## src/rtl/ex_mdu_if.sv

```systemverilog
// Request/write-back bundle between the execute stage and the ex_mdu multiply/divide unit.
interface ex_mdu_if #(
  parameter int XLEN    = 32,
  parameter int RADDR_W = 5
);
  logic               start_i;
  logic [2:0]         op_i;
  logic [XLEN-1:0]    op_num1_i;
  logic [XLEN-1:0]    op_num2_i;
  logic [RADDR_W-1:0] rd_addr_i;
  logic               flush_i;
  logic [RADDR_W-1:0] rd_addr_o;
  logic [XLEN-1:0]    rd_data_o;
  logic               rd_wen_o;
  logic               hold_flag_o;

  modport master (
    output start_i, op_i, op_num1_i, op_num2_i, rd_addr_i, flush_i,
    input  rd_addr_o, rd_data_o, rd_wen_o, hold_flag_o
  );

  modport slave (
    input  start_i, op_i, op_num1_i, op_num2_i, rd_addr_i, flush_i,
    output rd_addr_o, rd_data_o, rd_wen_o, hold_flag_o
  );
endinterface

```

## src/rtl/ex_mdu.sv

```systemverilog
// Radix-2 iterative RV M-extension multiply/divide unit (IDLE -> CALC -> DONE).
// Define MDU_FAST_MUL_EN to compute multiplies in a single cycle; divides always iterate.
module ex_mdu #(
  parameter int XLEN    = 32,
  parameter int RADDR_W = 5
) (
  input logic     clk,
  input logic     rst,
  ex_mdu_if.slave bus
);
  localparam int CNT_W = $clog2(XLEN + 1);

  typedef enum logic [1:0] {IDLE, CALC, DONE} state_t;
  state_t state, state_next;

  logic [2:0]         op_q;
  logic [XLEN-1:0]    mcand_q;
  logic [XLEN-1:0]    hi_q;
  logic [XLEN-1:0]    lo_q;
  logic [RADDR_W-1:0] rd_addr_q;
  logic               neg_q;
  logic [CNT_W-1:0]   cnt_q;

  logic            is_div, a_signed, b_signed, sign_a, sign_b;
  logic            div_zero, div_ovf, fast, neg, accept;
  logic [XLEN-1:0] abs_a, abs_b;

  // Operands are reduced to magnitudes up front; the sign is reapplied on the way out.
  always_comb begin
    is_div   = bus.op_i[2];
    a_signed = is_div ? !bus.op_i[0] : (bus.op_i[1:0] != 2'b11);
    b_signed = is_div ? !bus.op_i[0] : !bus.op_i[1];
    sign_a   = a_signed && bus.op_num1_i[XLEN-1];
    sign_b   = b_signed && bus.op_num2_i[XLEN-1];
    abs_a    = sign_a ? -bus.op_num1_i : bus.op_num1_i;
    abs_b    = sign_b ? -bus.op_num2_i : bus.op_num2_i;
    neg      = (is_div && bus.op_i[1]) ? sign_a : (sign_a ^ sign_b);
    div_zero = is_div && (bus.op_num2_i == '0);
    div_ovf  = is_div && !bus.op_i[0] && (bus.op_num1_i == {1'b1, {(XLEN-1){1'b0}}})
               && (bus.op_num2_i == '1);
`ifdef MDU_FAST_MUL_EN
    fast     = div_zero || div_ovf || !is_div;
`else
    fast     = div_zero || div_ovf;
`endif
    accept   = (state == IDLE) && bus.start_i && !bus.flush_i;
  end

  logic [XLEN:0] add_sum, shifted, diff;

  always_comb begin
    add_sum = {1'b0, hi_q} + (lo_q[0] ? {1'b0, mcand_q} : '0);
    shifted = {hi_q, lo_q[XLEN-1]};
    diff    = shifted - {1'b0, mcand_q};
  end

  // hi/lo hold the partial product, or remainder/quotient during a divide.
  always_ff @(posedge clk) begin
    if (rst) begin
      op_q      <= '0;
      mcand_q   <= '0;
      hi_q      <= '0;
      lo_q      <= '0;
      rd_addr_q <= '0;
      neg_q     <= 1'b0;
      cnt_q     <= '0;
    end else if (accept) begin
      op_q      <= bus.op_i;
      rd_addr_q <= bus.rd_addr_i;
      cnt_q     <= CNT_W'(XLEN);
      mcand_q   <= is_div ? abs_b : abs_a;
      if (div_zero) begin
        hi_q  <= bus.op_num1_i;
        lo_q  <= '1;
        neg_q <= 1'b0;
      end else if (div_ovf) begin
        hi_q  <= '0;
        lo_q  <= bus.op_num1_i;
        neg_q <= 1'b0;
`ifdef MDU_FAST_MUL_EN
      end else if (!is_div) begin
        {hi_q, lo_q} <= {{XLEN{1'b0}}, abs_a} * {{XLEN{1'b0}}, abs_b};
        neg_q        <= neg;
`endif
      end else begin
        hi_q  <= '0;
        lo_q  <= is_div ? abs_a : abs_b;
        neg_q <= neg;
      end
    end else if (state == CALC) begin
      cnt_q <= cnt_q - CNT_W'(1);
      if (op_q[2]) begin
        if (!diff[XLEN]) begin
          hi_q <= diff[XLEN-1:0];
          lo_q <= {lo_q[XLEN-2:0], 1'b1};
        end else begin
          hi_q <= shifted[XLEN-1:0];
          lo_q <= {lo_q[XLEN-2:0], 1'b0};
        end
      end else begin
        hi_q <= add_sum[XLEN:1];
        lo_q <= {add_sum[0], lo_q[XLEN-1:1]};
      end
    end
  end

  always_ff @(posedge clk) begin
    if (rst) state <= IDLE;
    else     state <= state_next;
  end

  logic [2*XLEN-1:0] prod;
  logic [XLEN-1:0]   result;

  always_comb begin
    prod = neg_q ? -{hi_q, lo_q} : {hi_q, lo_q};
    case (op_q)
      3'b000:                 result = prod[XLEN-1:0];
      3'b001, 3'b010, 3'b011: result = prod[2*XLEN-1:XLEN];
      3'b100, 3'b101:         result = neg_q ? -lo_q : lo_q;
      default:                result = neg_q ? -hi_q : hi_q;
    endcase
  end

  // A flush in DONE suppresses the write-back of the operation being retired.
  always_comb begin
    state_next      = state;
    bus.hold_flag_o = 1'b0;
    bus.rd_wen_o    = 1'b0;
    bus.rd_addr_o   = '0;
    bus.rd_data_o   = '0;
    case (state)
      IDLE: begin
        if (bus.start_i && !bus.flush_i) begin
          bus.hold_flag_o = 1'b1;
          state_next      = fast ? DONE : CALC;
        end
      end
      CALC: begin
        bus.hold_flag_o = 1'b1;
        if (cnt_q == CNT_W'(1)) state_next = DONE;
      end
      DONE: begin
        state_next = IDLE;
        if (!bus.flush_i) begin
          bus.rd_wen_o  = 1'b1;
          bus.rd_addr_o = rd_addr_q;
          bus.rd_data_o = result;
        end
      end
      default: state_next = IDLE;
    endcase
    if (bus.flush_i) state_next = IDLE;
  end
endmodule

```

## src/flat_wrapper.sv

```systemverilog
// flat-port wrapper written by rule: the top's interface ports become plain ports
module ex_mdu_flat 
#(
  parameter int XLEN    = 32,
  parameter int RADDR_W = 5
)
  (clk, rst, bus_start_i, bus_op_i, bus_op_num1_i, bus_op_num2_i, bus_rd_addr_i, bus_flush_i, bus_rd_addr_o, bus_rd_data_o, bus_rd_wen_o, bus_hold_flag_o);
  ex_mdu_if #(.XLEN(XLEN), .RADDR_W(RADDR_W)) bus_i ();
  input logic clk;
  input logic rst;
  input wire logic [$bits(bus_i.start_i)-1:0] bus_start_i;
  input wire logic [$bits(bus_i.op_i)-1:0] bus_op_i;
  input wire logic [$bits(bus_i.op_num1_i)-1:0] bus_op_num1_i;
  input wire logic [$bits(bus_i.op_num2_i)-1:0] bus_op_num2_i;
  input wire logic [$bits(bus_i.rd_addr_i)-1:0] bus_rd_addr_i;
  input wire logic [$bits(bus_i.flush_i)-1:0] bus_flush_i;
  output wire logic [$bits(bus_i.rd_addr_o)-1:0] bus_rd_addr_o;
  output wire logic [$bits(bus_i.rd_data_o)-1:0] bus_rd_data_o;
  output wire logic [$bits(bus_i.rd_wen_o)-1:0] bus_rd_wen_o;
  output wire logic [$bits(bus_i.hold_flag_o)-1:0] bus_hold_flag_o;
  assign bus_i.start_i = bus_start_i;
  assign bus_i.op_i = bus_op_i;
  assign bus_i.op_num1_i = bus_op_num1_i;
  assign bus_i.op_num2_i = bus_op_num2_i;
  assign bus_i.rd_addr_i = bus_rd_addr_i;
  assign bus_i.flush_i = bus_flush_i;
  assign bus_rd_addr_o = bus_i.rd_addr_o;
  assign bus_rd_data_o = bus_i.rd_data_o;
  assign bus_rd_wen_o = bus_i.rd_wen_o;
  assign bus_hold_flag_o = bus_i.hold_flag_o;
  ex_mdu #(.XLEN(XLEN), .RADDR_W(RADDR_W)) u_core (.clk(clk), .rst(rst), .bus(bus_i));
endmodule
```

## config.mk

```make
export PLATFORM = sky130hd
export DESIGN_NAME = ex_mdu_flat
export DESIGN_NICKNAME = d
export VERILOG_FILES = /design/src/rtl/ex_mdu_if.sv /design/src/rtl/ex_mdu.sv /design/src/flat_wrapper.sv
export SDC_FILE = /design/constraint.sdc
export NUM_CORES = 1
export LEC_CHECK = 0
export ABC_AREA = 0
export CORE_ASPECT_RATIO = 1.1
export CORE_MARGIN = 8
export CORE_UTILIZATION = 46
export CTS_BUF_LIST = sky130_fd_sc_hd__clkbuf_4 sky130_fd_sc_hd__clkbuf_8
export DETAILED_ROUTE_END_ITERATION = 8
export PLACE_DENSITY_LB_ADDON = 0.12
export SYNTH_ARGS = -nofsm -noshare
export SYNTH_HDL_FRONTEND = slang
export SYNTH_SLANG_ARGS = --single-unit
export TNS_END_PERCENT = 100
```

## constraint.sdc

```tcl
create_clock -name clk -period 4.65 [get_ports clk]
set_input_delay 0.6975 -clock clk [delete_from_list [all_inputs] [get_ports clk]]
set_output_delay 0.6975 -clock clk [all_outputs]
set_load 0.02 [all_outputs]
```

* After elaboration in Yosys (flattened, before gate mapping)
Index checks and enable logic that the tools add are counted.
Cells by class: bitwise gates (word level) 1, mux-type cells 39, shift-type cells 0, divide/modulo/power cells 0, reduce and logical (&&, ||, !) cells 23, eq/ne operators 13, magnitude comparators 0, $mul 0, add/subtract/negate cells 8
Operator list (count):
- 2-to-1 mux 32 bit | 19
- negation 32 bit | 4
- one-hot mux 32 bit (3 select lines) | 1
- equality test 32 bit (second input constant) | 2
- 2-to-1 mux 64 bit | 1
- negation 64 bit | 1
- adder 32 x 33 -> 33 bit | 1
- subtractor 33 x 32 -> 33 bit | 1
- logical NOT 32 bit | 1
- 2-to-1 mux 6 bit | 2
- logical AND 1 bit | 10
- 2-to-1 mux 5 bit | 2
- 2-to-1 mux 1 bit | 9
- equality test 3 x 2 -> 1 bit (second input constant) | 2
- equality test 3 bit (second input constant) | 2
- equality test 6 x 1 -> 1 bit (second input constant) | 1
- 2-to-1 mux 2 bit | 3
- inequality test 2 bit (second input constant) | 3
- OR reduction 2 bit | 3
- subtractor 6 x 1 -> 6 bit (second input constant) | 1
- one-hot mux 2 bit (2 select lines) | 1
- equality test 3 x 1 -> 1 bit (second input constant) | 1
- logical NOT 1 bit | 3
- logical NOT 3 bit | 1
- 9 further kinds | 9
Word-level totals: bits of input ports 76, output and inout port bits 39, word-level logic and storage cells 93, register bits after elaboration 113, memories 0, bits in writable memories 0, latch bits 0, memory bits (read-only) 0

* Logic depth before layout (Yosys ltp)
Gate-level depths: netlist (run 1).
word-level depth 8, mapped depth 14, mapped depth without buffers 12

* Least setup slack after synthesis (run 1)
OpenSTA, ideal clock, no wires.
path kind register to output, from reg u_core.hi_q[0], to out bus_rd_data_o[24], slack 754 ps, data required time 3953 ps, data arrival time 3198 ps, buffers on the path 1, stages on the path, launching flop included 12, cell sequence dfxtp_1 inv_1 ha_1 or3b_1 or3_1 clkbuf_1 nor2_1 nand4_1 or4b_1 o21ai_0 xor2_1 a211oi_1
Between the ends: longest elaborated chain between the ends 5, elaborated cells between the ends (all ways) 7, classes of those cells add/sub: 2; mux: 5
Ends and longest elaborated chain:
- from (decl) | RTL line ex_mdu.sv:18 | logic [XLEN-1:0] hi_q;
- from (signal assigned) | RTL line ex_mdu.sv:73 | hi_q <= bus.op_num1_i;
- from (signal assigned) | RTL line ex_mdu.sv:94 | hi_q <= diff[XLEN-1:0];
- from (signal assigned) | RTL line ex_mdu.sv:97 | hi_q <= shifted[XLEN-1:0];
- negation 64 bit / negation 32 bit (equally long branches) | RTL line ex_mdu.sv:116, ex_mdu.sv:121
- 2-to-1 mux 64 bit / 2-to-1 mux 32 bit (equally long branches) | RTL line ex_mdu.sv:116, ex_mdu.sv:121
- one-hot mux 32 bit (3 select lines) * | RTL line ex_mdu.sv:117 | case (op_q)
- 2-to-1 mux 32 bit * | RTL line ex_mdu.sv:145 | if (!bus.flush_i) begin
- 2-to-1 mux 32 bit * | RTL line ex_mdu.sv:132 | case (state)
- to (decl) | RTL line flat_wrapper.sv:18 | output wire logic [$bits(bus_i.rd_data_o)-1:0] bus_rd_data_o;
Every way passes the cells marked *; elsewhere a longest branch is shown, timed or not.

* Final worst setup path (run 1)
from reg u_core.hi_q[2], to out bus_rd_data_o[21]
The elaborated chain is that of the path after synthesis.

==> results of run 1 <==
## power by group through the flow
stage	clock, uW	combinational (uW)	sequential (uW)
finish	1080	1950	1120
global route	1130	2090	1130
CTS	1090	1880	1120
detailed placement	0	1860	1140
global placement	0	1860	1140
floorplan	0	1270	1100
## worst max path at each step
stage	to	depth (start not counted)
2_1_floorplan	bus_rd_data_o[24]	11
3_3_place_gp	bus_rd_data_o[9]	9
3_5_place_dp	bus_rd_data_o[9]	9
4_1_cts	bus_rd_data_o[22]	10
5_1_grt	bus_rd_data_o[10]	8
6_report	bus_rd_data_o[21]	10
## Yosys cell counts (12+ instances only)
cell type,number,share of area (%)
nand2b_1,20,0.91
nand3_1,44,1.6
clkbuf_1,130,3.5
or4_1,16,0.87
buf_1,15,0.41
o211ai_1,30,1.6
ha_1,71,6.5
a211oi_1,33,1.8
mux2_2,12,0.98
a221oi_1,23,1.5
o41ai_1,15,0.95
o21ai_0,142,5.2
nand4_1,16,0.73
nor2b_1,14,0.64
or3_1,24,1.1
nand2_1,236,6.4
a31oi_1,23,1.0
dfxtp_1,113,16
a21o_1,21,1.1
nor4_1,16,0.73
and2_1,19,0.86
inv_1,63,1.7
o221ai_1,18,1.1
xnor2_1,109,6.9
nor3_1,54,2.0
xor2_1,69,4.4
o31ai_1,40,2.2
a21oi_1,211,7.7
o21a_1,12,0.65
and3_1,12,0.55
mux2i_1,58,4.2
nor2_1,200,5.5
## per-stage QoR
stage | instances | power, uW | util, % | setup WS (ns)
2_1_floorplan | 2010 | 2360 | - | 0.754
3_3_place_gp | 2429 | 2990 | 52.4 | 0.413
6_report | 2462 | 4150 | 54.1 | 0.124
3_5_place_dp | 2429 | 3000 | 52.4 | 0.345
5_1_grt | 2462 | 4350 | 54.1 | 0.00210
4_1_cts | 2461 | 4090 | 53.9 | 0.00995
## worst max-delay path: cells and delay by family (launching register included)
kind | cells | cell delay [ns]
AO/OA/AOI/OAI | 5 | 0.93
buffers and inverters | 2 | 0.87
AND/OR/NAND/NOR | 3 | 1.14
flip-flops | 1 | 0.42
## layout make-up
| class | instances | share of cell area, % |
|---|---|---|
| Clock inverter | 15 | 1.32 |
| Sequential cell | 113 | 14.2 |
| Clock buffer | 17 | 1.47 |
| Tap cell | 374 | 2.94 |
| Timing Repair Buffer | 196 | 11.1 |
| Inverter | 65 | 1.53 |
| Multi-Input combinational cell | 1682 | 67.5 |
## layer usage
layer | vias to the layer above | share of wire (%)
met5 | - | 0
met4 | 0 | 6.5
met3 | 149 | 8.5
met2 | 809 | 44
met1 | 7564 | 41
li1 | 7420 | -
## what timing repair did
| item | 4_1_cts | 5_1_grt |
|---|---|---|
| setup endpoints to repair | 9 | 18 |
| buffers inserted | 0 | 1 |
| endpoints found under the hold margin | 0 | 0 |
| gates resized for setup | 10 | 24 |
## sequential cells by signal, indices dropped and copies added (netlist names)
name / count
u_core.lo_q: 32
u_core.neg_q: 1
u_core.mcand_q: 32
u_core.op_q: 3
u_core.hi_q: 32
u_core.state: 2
u_core.cnt_q: 6
u_core.rd_addr_q: 5
## kinds of logic after synthesis
family | after synthesis
AND/OR/NAND/NOR | 716
adder cells (fa/ha/maj) | 73
AO/OA/AOI/OAI | 645
buffers and inverters | 215
multiplexers | 70
XOR/XNOR | 178
flip-flops | 113
==> results_dict.tcl, run 1 <==
set metrics [dict create \
    run_status "complete, no violations" \
    syn_area_per_cell_um2 6.85 \
    syn_nets 2159 \
    cp_slowest_stage_delay_ns 0.68 \
    cts_buffer_depth 2 \
    place_area_um2 15400 \
    crit_path_end_kind "output pin" \
    powerDensity_nw_per_um2 261 \
    cp-start-kind "register" \
    drive_gt1_share_pct 8.43 \
    synth_top_family_by_area "compound AO/OA/AOI/OAI gates" \
    routabilityCongestion 1.03 \
    ant_nets 0 \
    synthesis.area_um2 13800 \
    worstHoldPathCells 2 \
    ys_seq_area_share_pct 16.4 \
    drtIter0Drc 1904 \
    die_width_um 181 \
    synth_compound_area_share_pct 29.7 \
    cap_violations 0 \
    fin_skew_ns 0.0106 \
    synth_cell_types 83 \
    hold_buffers 0 \
    pwr-share-seq_pct 27.0 \
    top_usage_layer "met2" \
    grtUsageMet2_pct 51.8 \
    layout_commonest_cell "nand2_1" \
    dr.pass1.iters 7 \
    hold_end "u_core.rd_addr_q[0]" \
    rsz0062_at_grt "no" \
    synth-edff-count 0 \
    fp-row-count 66 \
    fp.dieArea_um2 35700 \
    layout_common_cells "nand2_1 (236), a21oi_1 (211), nor2_1 (196)" \
    fill_cells 2937 \
    synth_xor_area_share_pct 11.3 \
    critical_path_class "reg2out" \
    path_cells "or3_1, or3_1, or3_1, buf_4, o21ai_1, a21oi_1, a21oi_1, o221ai_1, a21oi_1, clkdlybuf4s50_1" \
    wl_per_cell_um 24.5 \
    hpwl_um 47200 \
    multiInputGateArea_um2 10800 \
    whs_ns 0.454 \
    min-delay-start "u_core.rd_addr_q[0]" \
    cp.required_ns 3.95 \
    overflow 0 \
    syn_to_final_growth_pct 15.8 \
    via_per_inst 6.48 \
    wl_um 60300 \
    n_antenna_cell 0 \
    finalMaxSlewViolations 0 \
    power_frac_clock_pct 26.0 \
    io_buffers 114 \
    cp_max_fo 8 \
    fin_crit_sh_pct 97.3 \
    root_buffer "clkbuf_8" \
    track_usage_pct 32.8 \
    slew_headroom_pct 29.8 \
    cts.sinks 113 \
    drcViolationCount 0 \
    clk_pin_slew_worst_paths_ns 0.09 \
    io_pins 115 \
    regArea_um2 2270 \
    met3_usage_pct 5.28 \
    cp_slowest_cell "clkdlybuf4s50_1" \
    yosysWarnings 0 \
    p_switching_uw 1820 \
    nets 2224 \
    cts_inserted_buffers 17 \
    internal-power_uw 2330 \
    met1_usage_pct 41.6 \
    period_needed_ns 4.53 \
    async_flop_share_pct 0 \
    rr_startpoint "u_core.lo_q[0]" \
    final_hold_viol_count 0 \
    core-area_um2 29500 \
    r2r_cells 13 \
    yosys.area_share.simple_pct 24.6 \
    final_area_um2 15900 \
    htreeDepth 4 \
    ys_seq_elements 113 \
    comb_power_share_pct 46.9 \
    synthAdderAreaFrac_pct 6.74 \
    muxShareOfSynthArea_pct 5.20 \
    worstSkewPairLatency_ns 0.46 \
    dr_total_vias 15900 \
    critPathLaunch "u_core.hi_q[2]" \
    die_y_um 197 \
    r2r-end "u_core.hi_q[30]" \
    grt_pass1_vias 15300 \
    max_freq_ghz 0.221 \
    setup_violations 0 \
    start_util_pct 46.7 \
    sw_frac_of_total_pct 43.9 \
    r2r_slack_ns 0.62 \
    setup_tns_ns 0 \
    hold_path_class "reg2reg" \
    peakVddDrop_mv 0.184 \
    tightest_slew_ns 1.04 \
    antenna_found_initial 1 \
    synth_cells 2010 \
    cp_data_arrival_time_ns 3.83 \
    synthFlopType "dfxtp_1" \
    cts_tree "yes" \
    p_leak_uw 0.00628 \
    grt_pass1_wl_um 91500 \
    grt_max_degree 85 \
]
Power figures use the tool's default switching activity.
==> run 2: changes to the inputs <==
Settings changed: CTS_CLUSTER_SIZE from default to 28, GPL_ROUTABILITY_DRIVEN from default to 0, SKIP_CTS_REPAIR_TIMING from default to 1.
==> run 2 against run 1 <==
First-iteration DRC count is 4.1% higher; highest routed layer is now met5; final cell count decreased by 0.16%; combinational power about the same; design area down 0.53%; maximum frequency grew 1.9%; critical path depth did not move; count of clock-buffer cells in the layout increased by 3; non-clock buffer count decreased by 5; clock power fell by 17%.
==> results_dict.tcl, run 2 (same netlist as run 1, synthesis figures left out) <==
set metrics [dict create \
    run_status "complete, no violations" \
    clk_pin_slew_worst_paths_ns 0.08 \
    die_width_um 181 \
    cp-start-kind "register" \
    cpLargestDelayFamily "simple AND/OR/NAND/NOR gates" \
    grt_pass1_vias 15000 \
    final_hold_viol_count 0 \
    cts_tree "yes" \
    cp.required_ns 3.95 \
    cp_max_fo 8 \
    multiInputGateArea_um2 10800 \
    nets 2219 \
    root_buffer "clkbuf_8" \
    setup_violations 0 \
    tightest_slew_ns 1.07 \
    hold_path_class "reg2reg" \
    io_buffers 114 \
    max_freq_ghz 0.225 \
    wl_um 58000 \
    grt_max_degree 85 \
    wl_per_cell_um 23.6 \
    cts.sinks 113 \
    cts_buffer_depth 2 \
    drtIter0Drc 1982 \
    cp_data_arrival_time_ns 3.75 \
    crit_path_end_kind "output pin" \
    regArea_um2 2260 \
    layout_common_cells "nand2_1 (236), a21oi_1 (211), nor2_1 (196)" \
    cts_inserted_buffers 17 \
    powerDensity_nw_per_um2 249 \
    p_leak_uw 0.00633 \
    track_usage_pct 31.5 \
    dp.cells 2425 \
    drcViolationCount 0 \
    layout_commonest_cell "nand2_1" \
    htreeDepth 4 \
    dr.pass1.iters 8 \
    core-area_um2 29500 \
    cap_violations 0 \
    start_util_pct 46.7 \
    period_needed_ns 4.44 \
    ant_nets 0 \
    cp_slowest_cell "or4_1" \
    peakVddDrop_mv 0.204 \
    path_cells "or4_1, or3_1, nand4bb_1, or2_4, or3_1, a21oi_1, a21oi_1, a21oi_1, nor2_1, clkdlybuf4s50_1" \
    fill_cells 2933 \
    slew_headroom_pct 28.2 \
    fin_skew_ns 0.0180 \
    stdcell_count 2458 \
    cp_common_cell "a21oi_1" \
    whs_ns 0.454 \
    critical_path_class "reg2out" \
    overflow 0 \
    io_pins 115 \
    syn_to_final_growth_pct 15.2 \
    fin_crit_sh_pct 95.5 \
    p_total_uw 3940 \
    die_y_um 197 \
    cp_slowest_stage_delay_ns 0.56 \
    antenna_found_initial 3 \
    finalMaxSlewViolations 0 \
    rsz0062_at_grt "yes" \
    fp.dieArea_um2 35700 \
    via_per_inst 6.52 \
    drive_gt1_share_pct 8.07 \
    hpwl_um 45000 \
    grt_pass1_wl_um 87900 \
    dr_total_vias 16000 \
    worstSkewPairLatency_ns 0.46 \
    fp-row-count 66 \
    largest_registers "u_core.hi_q: 32 flops, u_core.lo_q: 32 flops, u_core.mcand_q: 32 flops" \
    cp_num_buf_inv 1 \
]
-- run 2: changes by cell type in the layout (fill, tap and decap cells not counted), moves of 2 or more --
cell            delta
buf_4              -5
bufinv_16          -3
clkbuf_8           +2
clkinv_4           +2
clkinvlp_4         +3
dlygate4sd2_1      -8
dlymetal6s2s_1     +9
inv_8              -6
-- run 2: worst min-delay path, delay by kind of cell (launching register included) --
family | cells | cell delay [ns]
AO/OA/AOI/OAI | 1 | 0.05
flip-flops | 1 | 0.31
AND/OR/NAND/NOR | 1 | 0.05
-- run 2: per-stage QoR --
stage                     util [%]  setup slack (ns)   TNS [ns]  cell area (um^2)
after floorplan                  -             0.754          0             13800
after global placement        52.3             0.392          0             15400
after detailed placement      52.3             0.355          0             15400
after CTS                     53.5            -0.180     -0.637             15800
after global routing          53.8         -0.000985  -0.000985             15900
final                         53.8             0.207          0             15900
-- run 2: power breakdown --
part	switching (uW)	internal, uW	leakage (uW)
clock network	488	413	0.000181
registers	90.4	1030	0.000923
logic	1190	732	0.00523
total	1770	2170	0.00633
-- run 2: final cells by class --
cell class,instances,area share [%]
Multi-Input combinational cell,1682,67.8
Antenna cell,1,0.0158
Timing Repair Buffer,191,11.1
Tap cell,374,2.95
Inverter,65,1.54
Clock buffer,20,1.70
Sequential cell,113,14.3
Clock inverter,12,0.639
-- run 2: final timing paths --
kind | start | to | slack [ns] | cells past startpoint
setup / recovery | u_core.lo_q[23] | bus_rd_data_o[20] | 0.21 | 10
setup reg to reg | u_core.lo_q[0] | u_core.hi_q[30] | 0.66 | 13
hold reg to reg | u_core.mcand_q[10] | u_core.mcand_q[10] | 0.45 | 2
hold / removal | u_core.mcand_q[10] | u_core.mcand_q[10] | 0.45 | 2
-- run 2: per-layer routing --
| layer | vias to the layer above | track usage (%) | share of wire (%) |
|---|---|---|---|
| met1 | 7535 | 40.2 | 41 |
| met2 | 872 | 49.1 | 43 |
| li1 | 7443 | - | - |
| met5 | - | 0 | 0.050 |
| met3 | 161 | 5.85 | 9.2 |
| met4 | 4 | 18.4 | 6.3 |
